==> src/rtl/dotp_wb_queue.sv <==
// Result buffer between the fixed-latency dot-product FU and the writeback port; 0-cycle fall-through when empty, else head-of-queue.
// FU cannot stall, so issue credits (occupancy + inflight < DEPTH) keep the queue from ever being overrun by honest traffic.
module dotp_wb_queue #(
  parameter int unsigned DEPTH         = 4,
  parameter int unsigned PIPE_LAT      = 3,
  parameter int unsigned TRANS_ID_BITS = 3,
  parameter int unsigned XLEN          = 64
) (
  input  logic                         clk_i,
  input  logic                         rst_ni,
  input  logic                         flush_i,
  input  logic                         issue_valid_i,
  output logic                         issue_ready_o,
  input  logic                         fu_valid_i,
  input  logic [XLEN-1:0]              fu_result_i,
  input  logic [TRANS_ID_BITS-1:0]     fu_trans_id_i,
  output logic                         wb_valid_o,
  output logic [XLEN-1:0]              wb_result_o,
  output logic [TRANS_ID_BITS-1:0]     wb_trans_id_o,
  input  logic                         wb_ready_i,
  output logic [$clog2(DEPTH):0]       occupancy_o,
  output logic                         overflow_o
);

  localparam int unsigned PW = $clog2(DEPTH);
  localparam int unsigned CW = PW + 1;

  if (DEPTH < 2 || (DEPTH & (DEPTH - 1)) != 0 || PIPE_LAT < 1) begin : g_param_check
    $error("dotp_wb_queue: DEPTH must be a power of 2 >= 2 and PIPE_LAT >= 1");
  end

  typedef struct packed {
    logic [XLEN-1:0]          result;
    logic [TRANS_ID_BITS-1:0] trans_id;
  } wb_entry_t;

  wb_entry_t     mem_q [DEPTH];
  logic [PW-1:0] rd_ptr_q, wr_ptr_q;
  logic [CW-1:0] occ_q, inflight_q, inflight_d;
  logic          overflow_q;

  logic          empty, full, fu_live, bypass, bypass_taken;
  logic          push, pop, wr_en, drop;
  logic [CW:0]   credit_sum;

  assign empty        = (occ_q == '0);
  assign full         = (occ_q == CW'(DEPTH));
  // rst_ni gates the fall-through so nothing leaks out while held in reset
  assign fu_live      = rst_ni & fu_valid_i & ~flush_i;
  assign bypass       = empty & fu_live;
  assign bypass_taken = bypass & wb_ready_i;
  assign push         = fu_live & ~bypass_taken;
  assign wb_valid_o   = ~flush_i & (~empty | fu_live);
  assign pop          = wb_valid_o & wb_ready_i & ~empty;
  assign wr_en        = push & (~full | pop);
  assign drop         = push & full & ~pop;

  assign credit_sum    = {1'b0, occ_q} + {1'b0, inflight_q};
  assign issue_ready_o = (credit_sum < (CW + 1)'(DEPTH));
  assign occupancy_o   = occ_q;
  assign overflow_o    = overflow_q;

  always_comb begin
    wb_result_o   = '0;
    wb_trans_id_o = '0;
    if (!empty) begin
      wb_result_o   = mem_q[rd_ptr_q].result;
      wb_trans_id_o = mem_q[rd_ptr_q].trans_id;
    end else if (bypass) begin
      wb_result_o   = fu_result_i;
      wb_trans_id_o = fu_trans_id_i;
    end
  end

  // inflight is clamped so a stray FU valid cannot wrap the credit count
  always_comb begin
    inflight_d = inflight_q;
    if (flush_i) begin
      inflight_d = '0;
    end else if (issue_valid_i && !fu_valid_i && inflight_q != CW'(DEPTH)) begin
      inflight_d = inflight_q + CW'(1);
    end else if (!issue_valid_i && fu_valid_i && inflight_q != '0) begin
      inflight_d = inflight_q - CW'(1);
    end
  end

  always_ff @(posedge clk_i) begin
    if (wr_en) begin
      mem_q[wr_ptr_q] <= '{result: fu_result_i, trans_id: fu_trans_id_i};
    end
  end

  always_ff @(posedge clk_i or negedge rst_ni) begin
    if (!rst_ni) begin
      rd_ptr_q   <= '0;
      wr_ptr_q   <= '0;
      occ_q      <= '0;
      inflight_q <= '0;
      overflow_q <= 1'b0;
    end else begin
      inflight_q <= inflight_d;
      if (flush_i) begin
        rd_ptr_q <= '0;
        wr_ptr_q <= '0;
        occ_q    <= '0;
      end else begin
        if (wr_en) wr_ptr_q <= wr_ptr_q + PW'(1);
        if (pop)   rd_ptr_q <= rd_ptr_q + PW'(1);
        case ({wr_en, pop})
          2'b10:   occ_q <= occ_q + CW'(1);
          2'b01:   occ_q <= occ_q - CW'(1);
          default: occ_q <= occ_q;
        endcase
        if (drop) overflow_q <= 1'b1;
      end
    end
  end

endmodule

==> config.mk <==
export PLATFORM = sky130hd
export DESIGN_NAME = dotp_wb_queue
export DESIGN_NICKNAME = d
export VERILOG_FILES = /design/src/rtl/dotp_wb_queue.sv
export SDC_FILE = /design/constraint.sdc
export NUM_CORES = 1
export LEC_CHECK = 0
export CORE_UTILIZATION = 59
export DETAILED_ROUTE_END_ITERATION = 8
export PLACE_DENSITY_LB_ADDON = 0.2
export RECOVER_POWER = 50
export SETUP_SLACK_MARGIN = 0.05
export SLEW_MARGIN = 5
export SYNTH_ARGS = -nofsm -noshare
export SYNTH_HDL_FRONTEND = slang
export SYNTH_SLANG_ARGS = --single-unit
==> constraint.sdc <==
create_clock -name clk_i -period 6.8 [get_ports clk_i]
set_input_delay 1.02 -clock clk_i [delete_from_list [all_inputs] [get_ports clk_i]]
set_output_delay 1.02 -clock clk_i [all_outputs]
set_load 0.05 [all_outputs]
==> results of run 1 <==
cell type report:
cell class	instances	area share, %
Inverter	5	0.137
Clock buffer	43	6.14
Antenna cell	1	0.0183
Clock inverter	9	0.668
Multi-Input combinational cell	204	19.1
Tap cell	229	2.10
Sequential cell	279	60.9
Timing Repair Buffer	150	10.9
logic make-up after synthesis:
logic type      Yosys count  synth area share, %
xor+xnor                  6                0.473
flops                   279                 74.9
buf+inv                  39                 1.72
compound gates           84                 6.34
mux                      69                 13.8
fa+ha+maj                 8                 1.04
simple gates             37                 1.79
worst max-delay path by stage:
| stage | slack [ns] | startpoint | to |
|---|---|---|---|
| 2_1_floorplan | 3.01 | fu_valid_i | mem_q[0][0] |
| 5_1_grt | 1.02 | rst_ni | mem_q[0][45] |
| 3_5_place_dp | 1.67 | rst_ni | wb_result_o[20] |
| 3_3_place_gp | 1.74 | rst_ni | wb_trans_id_o[1] |
| 6_report | 1.39 | rst_ni | mem_q[0][43] |
| 4_1_cts | 1.67 | rst_ni | wb_trans_id_o[1] |
synth_stat cells, types with 2 or more instances:
library cell  instances
a21oi_1               3
nand3b_1              2
a31oi_1               2
and2_1                4
ha_1                  6
mux4_2               67
buf_2                12
fa_1                  2
xnor2_1               3
buf_4                 2
nor3_1                2
xor2_1                3
a22o_1               67
nor3b_1               2
clkbuf_1             17
dfrtp_1              11
buf_6                 3
o21ai_0               3
nand2_1               4
mux2i_1               2
nand2b_1              2
or3_1                 2
nor2_1               12
inv_1                 5
o221ai_1              2
nor4_1                2
edfxtp_1            268
critical path, delay by kind of cell:
kind,cells,cell delay (ns)
buffers and inverters,1,0.91
AND/OR/NAND/NOR,2,2.89
AO/OA/AOI/OAI,1,0.58
flip-flops by register name, summed over array words and instances, names as in the netlist:
signal,count
mem_q,268
wr_ptr_q,2
rd_ptr_q,2
overflow_o,1
inflight_q,3
occupancy_o,3
where the power goes:
| part | switching, mW | internal, mW | total, mW |
|---|---|---|---|
| sequential | 0.0502 | 1.91 | 1.96 |
| combinational | 0.528 | 0.341 | 0.869 |
| clock | 0.591 | 0.922 | 1.51 |
through the flow:
stage	util, %	power [mW]
finish	75.1	4.35
global route	75.1	4.48
CTS	75.1	4.39
detailed placement	70.0	2.88
global placement	70.0	2.86
floorplan	-	2.58
metal layers:
layer	vias up	GRT usage (%)
li1	2509	-
met4	2	6.78
met2	199	38.3
met1	3001	30.7
met5	-	0
met3	34	4.09
==> flow_metrics.py, run 1 <==
metrics = {
    "yosys": {
        "yosys_warnings": 0,
        "yosys_register_bits": 279,
        "avgSynthCellArea_um2": 21.3,
        "yosys.area.top_type": "edfxtp_1",
        "syn_inst": 522,
        "synthTopCellsByArea": "edfxtp_1 (72%), mux4_2 (14%), a22o_1 (5.3%)",
        "synth_top_area_share_pct": 72.4,
        "syn-num-nets": 603,
        "yosysSeqAreaShare_pct": 74.9,
        "syn_area_um2": 11100,
        "synth-async-reset-ratio_pct": 3.94,
        "synth_edf_count": 268,
        "ys_types": 39,
        "synth_flop_cell": "edfxtp_1",
    },
    "setup_path": {
        "worstPathArrival_ns": 5.45,
        "worstPathMaxFanout": 67,
        "path_cells": "dlygate4sd3_1 -> nand2_1 -> a311oi_1 -> and2_1",
        "crit_path_top_delay_cell": "and2_1",
        "cp_slowest_stage_delay_ns": 2.62,
        "r2r_start": "occupancy_o[2]",
        "rr_worst_depth": 3,
        "worstPathRequired_ns": 6.84,
        "crit_path_end_kind": "register",
        "critPathLaunchType": "input port",
        "path_class": "input port to register",
        "regToRegSetupSlack_ns": 2.28,
        "r2r-end": "mem_q[0][43]",
    },
    "timing": {
        "skew_ns": 0.0132,
        "setup_viol": 0,
        "layout_min_cycle_time_ns": 5.41,
        "tns_ns": 0,
        "tightest_slew_ns": 3.52,
        "layout_setup_ws_ns": 1.39,
        "rsz0062_at_grt": "no",
        "timing.fmax_ghz": 0.185,
        "hold_ws_ns": 0.518,
        "hold_viol_final": 0,
        "slew_headroom_pct": -135,
        "slew_viol_final": 68,
        "period_share_pct": 79.5,
    },
    "run": {
        "max-cap-violations": 1,
    },
    "outcome": {
        "outcome": "complete, but fails checks",
        "violations": "DRC, capacitance limit, slew limit",
    },
    "route": {
        "route.vias.total": 5745,
        "wl_um": 21400,
        "postRouteAntennaNets": 0,
        "routedLengthMet1_um": 8840,
        "firstDrtPassIters": 7,
        "drtIter0Drc": 403,
        "viasPerCell": 6.24,
        "route.met2.wl_um": 10800,
        "post_drt_wl_per_cell_um": 23.3,
        "wl_met3_um": 1290,
        "routed.top_layer": "met5",
        "drc": 6,
    },
    "worst_hold_path": {
        "whs_path_depth": 1,
        "hold_class": "register to register",
        "hold_path_end": "overflow_o",
        "hold_start": "overflow_o",
    },
    "floorplan": {
        "die-area_um2": 19400,
        "core_um2": 18200,
        "chipWidth_um": 139,
        "pin_count": 146,
        "start_util_pct": 61.0,
        "row_count": 49,
        "die_h_um": 139,
    },
    "final_layout": {
        "layout_commonest_cell": "edfxtp_1",
        "stdcell_area_um2": 13700,
        "syn_to_final_growth_pct": 23.0,
        "final_cells": 920,
        "drive_gt1_share_pct": 17.8,
        "final_cell_mix": "edfxtp_1 (268), dlygate4sd3_1 (75), clkdlybuf4s50_1 (70)",
        "nFillCells": 1025,
        "seq_area_um2": 8330,
        "nets": 749,
        "multiInputGateArea_um2": 2620,
    },
    "clock_tree": {
        "cts-root-buf": "clkbuf_16",
        "numCtsBuffers": 28,
        "post_cts_buffers": 0,
        "path_clk_slew_ns": 0.06,
        "cts_resized": 0,
        "cts.htree.levels": 1,
        "cts_hold_buf": 0,
        "clkLatencyLatePin_ns": 0.52,
        "clock_sinks": 279,
        "cts_tree": "built",
        "ctsLongestPathBuffers": 3,
    },
    "placement": {
        "dp_slack_ns": 1.67,
        "gp_congestion": 0.778,
        "post-dp-hpwl_um": 11700,
        "placed_cells": 867,
        "port_buffers": 145,
        "place_area_um2": 12700,
    },
    "global_route": {
        "grt_pass1_wl_um": 33500,
        "grt.overflow.total": 0,
        "grt_antenna_before_repair": 2,
        "grt_usage_pct": 22.7,
        "grt_pass1_vias": 6113,
        "grt_max_degree": 69,
    },
    "power": {
        "power_density_nw_per_um2": 318,
        "vdd_drop_max_mv": 0.218,
        "leakage_nw": 4.41,
    },
}
No activity file was read; power rests on OpenSTA's default activity.
==> run 2: changes to the inputs <==
--- a/config.mk
+++ b/config.mk
@@ -5,7 +5,7 @@
 export SDC_FILE = /design/constraint.sdc
 export NUM_CORES = 1
 export LEC_CHECK = 0
-export CORE_UTILIZATION = 59
+export CORE_UTILIZATION = 50
 export DETAILED_ROUTE_END_ITERATION = 8
 export PLACE_DENSITY_LB_ADDON = 0.2
 export RECOVER_POWER = 50
==> constraint.sdc (replaced) <==
create_clock -name clk_i -period 4.8 [get_ports clk_i]
set_input_delay 0.72 -clock clk_i [delete_from_list [all_inputs] [get_ports clk_i]]
set_output_delay 0.72 -clock clk_i [all_outputs]
set_load 0.05 [all_outputs]
==> run 2 against run 1 <==
Net effect: the run ends with capacitance limit, slew limit left; count of clock-buffer cells in the layout shrank 3; combinational power is 44% higher; routed wire length increased by 1.4%; clock skew is 0.0055 ns lower; die area is 18% higher; clock power up 40%; critical endpoint is now wb_result_o[12]; largest cell class unchanged.
==> flow_metrics.py, run 2 (synthesis gave the netlist of run 1 again) <==
metrics = {
    "outcome": {
        "outcome": "complete, but fails checks",
        "violations": "capacitance limit, slew limit",
    },
    "setup_path": {
        "path_cells": "dlygate4sd3_1 -> buf_4 -> nand2_1 -> nor3_4 -> buf_4 -> a22o_1 -> clkdlybuf4s50_1",
        "r2r_start": "occupancy_o[2]",
        "path_class": "input port to output pin",
        "critPathLaunchType": "input port",
        "crit_path_end_kind": "output pin",
        "critical_path.most_common_cell": "buf_4",
        "r2r-end": "mem_q[3][6]",
        "cp.depth": 7,
        "worstPathRequired_ns": 4.08,
        "path_buf_inv": 4,
        "crit_path_top_delay_cell": "clkdlybuf4s50_1",
        "rr_worst_depth": 4,
        "worstPathMaxFanout": 44,
        "cpLargestDelayFamily": "buffers and inverters",
        "regToRegSetupSlack_ns": 1.39,
        "cp_slowest_stage_delay_ns": 0.81,
        "worstPathArrival_ns": 3.41,
    },
    "route": {
        "route.vias.total": 5781,
        "firstDrtPassIters": 6,
        "post_drt_wl_per_cell_um": 22.2,
        "drtIter0Drc": 311,
        "postRouteAntennaNets": 0,
        "drc": 0,
        "viasPerCell": 5.92,
        "wl_um": 21700,
    },
    "worst_hold_path": {
        "hold_path_end": "overflow_o",
        "hold_class": "register to register",
        "hold_start": "overflow_o",
        "whs_path_depth": 1,
    },
    "clock_tree": {
        "cts_resized": 0,
        "cts_hold_buf": 0,
        "clkLatencyLatePin_ns": 0.52,
        "cts-root-buf": "clkbuf_16",
        "path_clk_slew_ns": 0.06,
        "cts.htree.levels": 1,
        "clock_sinks": 279,
        "numCtsBuffers": 28,
        "post_cts_buffers": 0,
        "ctsLongestPathBuffers": 3,
        "cts_tree": "built",
    },
    "global_route": {
        "grtUsageMet2_pct": 32.4,
        "grt_pass1_wl_um": 33100,
        "grt_usage_pct": 19.4,
        "gr-usage-met1_pct": 27.2,
        "grt_max_degree": 69,
        "grt_pass1_vias": 5962,
        "grt_antenna_before_repair": 2,
        "use_met3_pct": 3.10,
        "busiest_layer": "met2",
        "grt.overflow.total": 0,
    },
    "timing": {
        "setup_viol": 0,
        "tns_ns": 0,
        "tightest_slew_ns": 1.62,
        "layout_setup_ws_ns": 0.667,
        "period_share_pct": 86.1,
        "layout_min_cycle_time_ns": 4.13,
        "slew_headroom_pct": -7.76,
        "timing.fmax_ghz": 0.242,
        "rsz0062_at_grt": "no",
        "slew_viol_final": 60,
        "hold_viol_final": 0,
        "skew_ns": 0.00768,
    },
    "floorplan": {
        "core_um2": 21800,
        "pin_count": 146,
        "chipWidth_um": 151,
        "row_count": 54,
        "die-area_um2": 22800,
        "die_h_um": 151,
        "start_util_pct": 50.9,
    },
    "power": {
        "vdd_drop_max_mv": 0.315,
        "power_density_nw_per_um2": 445,
        "leakage_nw": 4.53,
    },
    "placement": {
        "port_buffers": 145,
        "dp_slack_ns": 0.731,
        "post-dp-hpwl_um": 12400,
        "placed_cells": 923,
        "gp_congestion": 0.762,
    },
    "run": {
        "max-cap-violations": 2,
    },
    "final_layout": {
        "regMostFlops": "mem_q",
        "syn_to_final_growth_pct": 23.7,
        "layout_commonest_cell": "edfxtp_1",
        "final_cells": 977,
        "largest_reg_flops": 268,
        "nets": 754,
        "final_cell_mix": "edfxtp_1 (268), dlygate4sd3_1 (74), mux4_2 (67), a22o_1 (67), buf_4 (45)",
        "drive_gt1_share_pct": 24.6,
    },
}
## run 2: cell count changes in the layout (fill, tap and decap cells not counted), moves of 3 or more
cell,previous run,this run
buf_4,5,45
clkdlybuf4s50_1,70,27
clkinv_2,4,7
buf_12,0,9
## run 2: routing by layer
metal	routed length, µm	up-vias	share of wire [%]
met5	13	-	0.060
met4	248	2	1.1
met3	1330	29	6.1
met2	10900	193	50
met1	9210	3026	42
li1	-	2531	-
## run 2: how the worst max path moves through the flow
stage	startpoint	endpoint	slack [ns]
3_5_place_dp	flush_i	wb_result_o[13]	0.73
6_report	rst_ni	wb_result_o[12]	0.67
4_1_cts	occupancy_o[0]	wb_result_o[13]	0.67
5_1_grt	rst_ni	wb_result_o[9]	0.51
3_3_place_gp	rst_ni	wb_result_o[17]	0.86
2_1_floorplan	fu_valid_i	mem_q[0][0]	1.31
## run 2: final cells by class
type                            instances  area (µm²)
Antenna cell                            2        5.00
Clock buffer                           40         797
Clock inverter                         12         106
Fill cell                            1528        8070
Inverter                                5        18.8
Multi-Input combinational cell        204        2610
Sequential cell                       279        8330
Tap cell                              280         350
Timing Repair Buffer                  155        1530
## run 2: through the flow
stage	hold slack [ns]	power [mW]	instance area, µm²	utilization, %
floorplan	0.424	3.66	11100	-
global placement	0.481	4.07	12800	58.9
detailed placement	0.485	4.09	12800	58.9
CTS	0.486	6.20	13700	63.0
global route	0.517	6.32	13700	63.0
finish	0.516	6.12	13700	63.0
## run 2: power by group
part,switching (mW),leakage (nW),internal [mW]
Sequential,0.0581,2.56,2.71
Clock,0.849,0.449,1.26
Combinational,0.769,1.52,0.479
==> run 3: changes to the inputs <==
--- a/config.mk
+++ b/config.mk
@@ -6,6 +6,7 @@
 export NUM_CORES = 1
 export LEC_CHECK = 0
 export CORE_UTILIZATION = 50
+export CTS_CLUSTER_SIZE = 12
 export DETAILED_ROUTE_END_ITERATION = 8
 export PLACE_DENSITY_LB_ADDON = 0.2
 export RECOVER_POWER = 50
==> run 3 against run 2 <==
Net effect: the flow still finishes with violations (capacitance limit, slew limit); via count is 1.1% lower; worst setup slack better by 0.0012 ns; non-clock buffer count unchanged; critical path depth did not move; critical path type unchanged; critical endpoint is now wb_result_o[13]; highest routed layer unchanged.
==> flow_metrics.py, run 3 (synthesis gave the netlist of run 1 again) <==
metrics = {
    "setup_path": {
        "worstPathRequired_ns": 4.08,
        "crit_path_end_kind": "output pin",
        "worstPathArrival_ns": 3.41,
        "critPathLaunchType": "input port",
        "path_class": "input port to output pin",
        "worstPathMaxFanout": 44,
    },
    "global_route": {
        "use_met3_pct": 3.01,
        "grt_pass1_vias": 5971,
        "grtUsageMet2_pct": 32.6,
        "grt_pass1_wl_um": 33200,
        "grt.overflow.total": 0,
        "grt_max_degree": 69,
        "gr-usage-met1_pct": 27.0,
        "grt_antenna_before_repair": 2,
        "busiest_layer": "met2",
        "grt_usage_pct": 19.5,
    },
    "placement": {
        "port_buffers": 145,
        "placed_cells": 923,
        "dp_slack_ns": 0.731,
        "post-dp-hpwl_um": 12400,
        "gp_congestion": 0.762,
    },
    "floorplan": {
        "die_h_um": 151,
        "pin_count": 146,
        "row_count": 54,
        "core_um2": 21800,
        "start_util_pct": 50.9,
        "die-area_um2": 22800,
        "chipWidth_um": 151,
    },
    "route": {
        "drtIter0Drc": 364,
        "drc": 0,
        "postRouteAntennaNets": 0,
        "wl_um": 21800,
        "post_drt_wl_per_cell_um": 22.4,
        "firstDrtPassIters": 4,
        "viasPerCell": 5.89,
        "route.vias.total": 5717,
    },
    "run": {
        "max-cap-violations": 2,
    },
    "clock_tree": {
        "cts-root-buf": "clkbuf_16",
        "clkLatencyLatePin_ns": 0.52,
        "cts_tree": "built",
        "cts_resized": 0,
        "cts.htree.levels": 1,
        "cts_hold_buf": 0,
        "numCtsBuffers": 29,
        "ctsLongestPathBuffers": 3,
        "post_cts_buffers": 0,
        "path_clk_slew_ns": 0.06,
        "clock_sinks": 279,
    },
    "worst_hold_path": {
        "hold_class": "register to register",
    },
    "timing": {
        "hold_viol_final": 0,
        "period_share_pct": 86.1,
        "slew_headroom_pct": -6.69,
        "skew_ns": 0.0147,
        "tightest_slew_ns": 1.60,
        "tns_ns": 0,
        "hold_ws_ns": 0.514,
        "slew_viol_final": 60,
        "setup_viol": 0,
        "timing.fmax_ghz": 0.242,
        "layout_min_cycle_time_ns": 4.13,
        "rsz0062_at_grt": "no",
        "layout_setup_ws_ns": 0.669,
    },
    "power": {
        "vdd_drop_max_mv": 0.313,
        "leakage_nw": 4.47,
        "power_density_nw_per_um2": 435,
    },
    "final_layout": {
        "final_cells": 970,
        "drive_gt1_share_pct": 23.5,
        "nets": 755,
        "final_cell_mix": "edfxtp_1 (268), dlygate4sd3_1 (74), mux4_2 (67), a22o_1 (67), buf_4 (45)",
        "syn_to_final_growth_pct": 22.7,
        "layout_commonest_cell": "edfxtp_1",
        "largest_reg_flops": 268,
        "post-route-util_pct": 62.5,
        "regMostFlops": "mem_q",
    },
    "outcome": {
        "violations": "capacitance limit, slew limit",
        "outcome": "complete, but fails checks",
    },
}
## run 3: cell count changes in the layout (fill, tap and decap cells not counted)
| cell | previous run | this run |
|---|---|---|
| clkinv_2 | 7 | 2 |
| clkbuf_8 | 3 | 0 |
| clkinv_1 | 3 | 6 |
| bufinv_16 | 2 | 0 |
| clkbuf_1 | 8 | 7 |
| inv_6 | 0 | 1 |
## run 3: final timing paths
kind                                 from              end  slack [ns]  cells after the start
min                            overflow_o       overflow_o        0.51                      1
max in group asynchronous          rst_ni      rd_ptr_q[0]        4.05                      2
min reg2reg                    overflow_o       overflow_o        0.51                      1
min in group asynchronous          rst_ni       overflow_o        0.57                      2
max reg2reg                occupancy_o[2]     mem_q[3][11]        1.38                      4
max                                rst_ni  wb_result_o[13]        0.67                      7
## run 3: critical path, cell delays in order
cell and delay, ns:
dlygate4sd3_1 0.52, buf_4 0.20, nand2_1 0.19, nor3_4 0.17, buf_4 0.51, a22o_1 0.27, clkdlybuf4s50_1 0.81
## run 3: area by class of cell
class | instances | area (µm²)
flip-flops and latches | 279 | 8330
diodes | 2 | 5.00
inverters | 5 | 18.8
clock inverters | 9 | 41.3
clock buffers | 36 | 752
repair buffers | 155 | 1530
fillers | 1546 | 8180
well taps | 280 | 350
multi-input cells | 204 | 2610
## run 3: through the flow
stage	total power, mW	area, µm²
after floorplan	3.66	11100
after global placement	4.07	12800
after detailed placement	4.09	12800
after CTS	6.01	13600
after global routing	6.13	13600
final	5.94	13600
## run 3: metal layers
metal  vias up  routed length, µm
li1       2524                  -
met2       181              11100
met3        27               1190
met4         2                301
met5         -                 13
met1      2983               9190
## run 3: power by group
group	internal [mW]	leakage, nW	switching, mW
Sequential	2.71	2.56	0.0578
Clock	1.09	0.387	0.833
Combinational	0.479	1.52	0.768
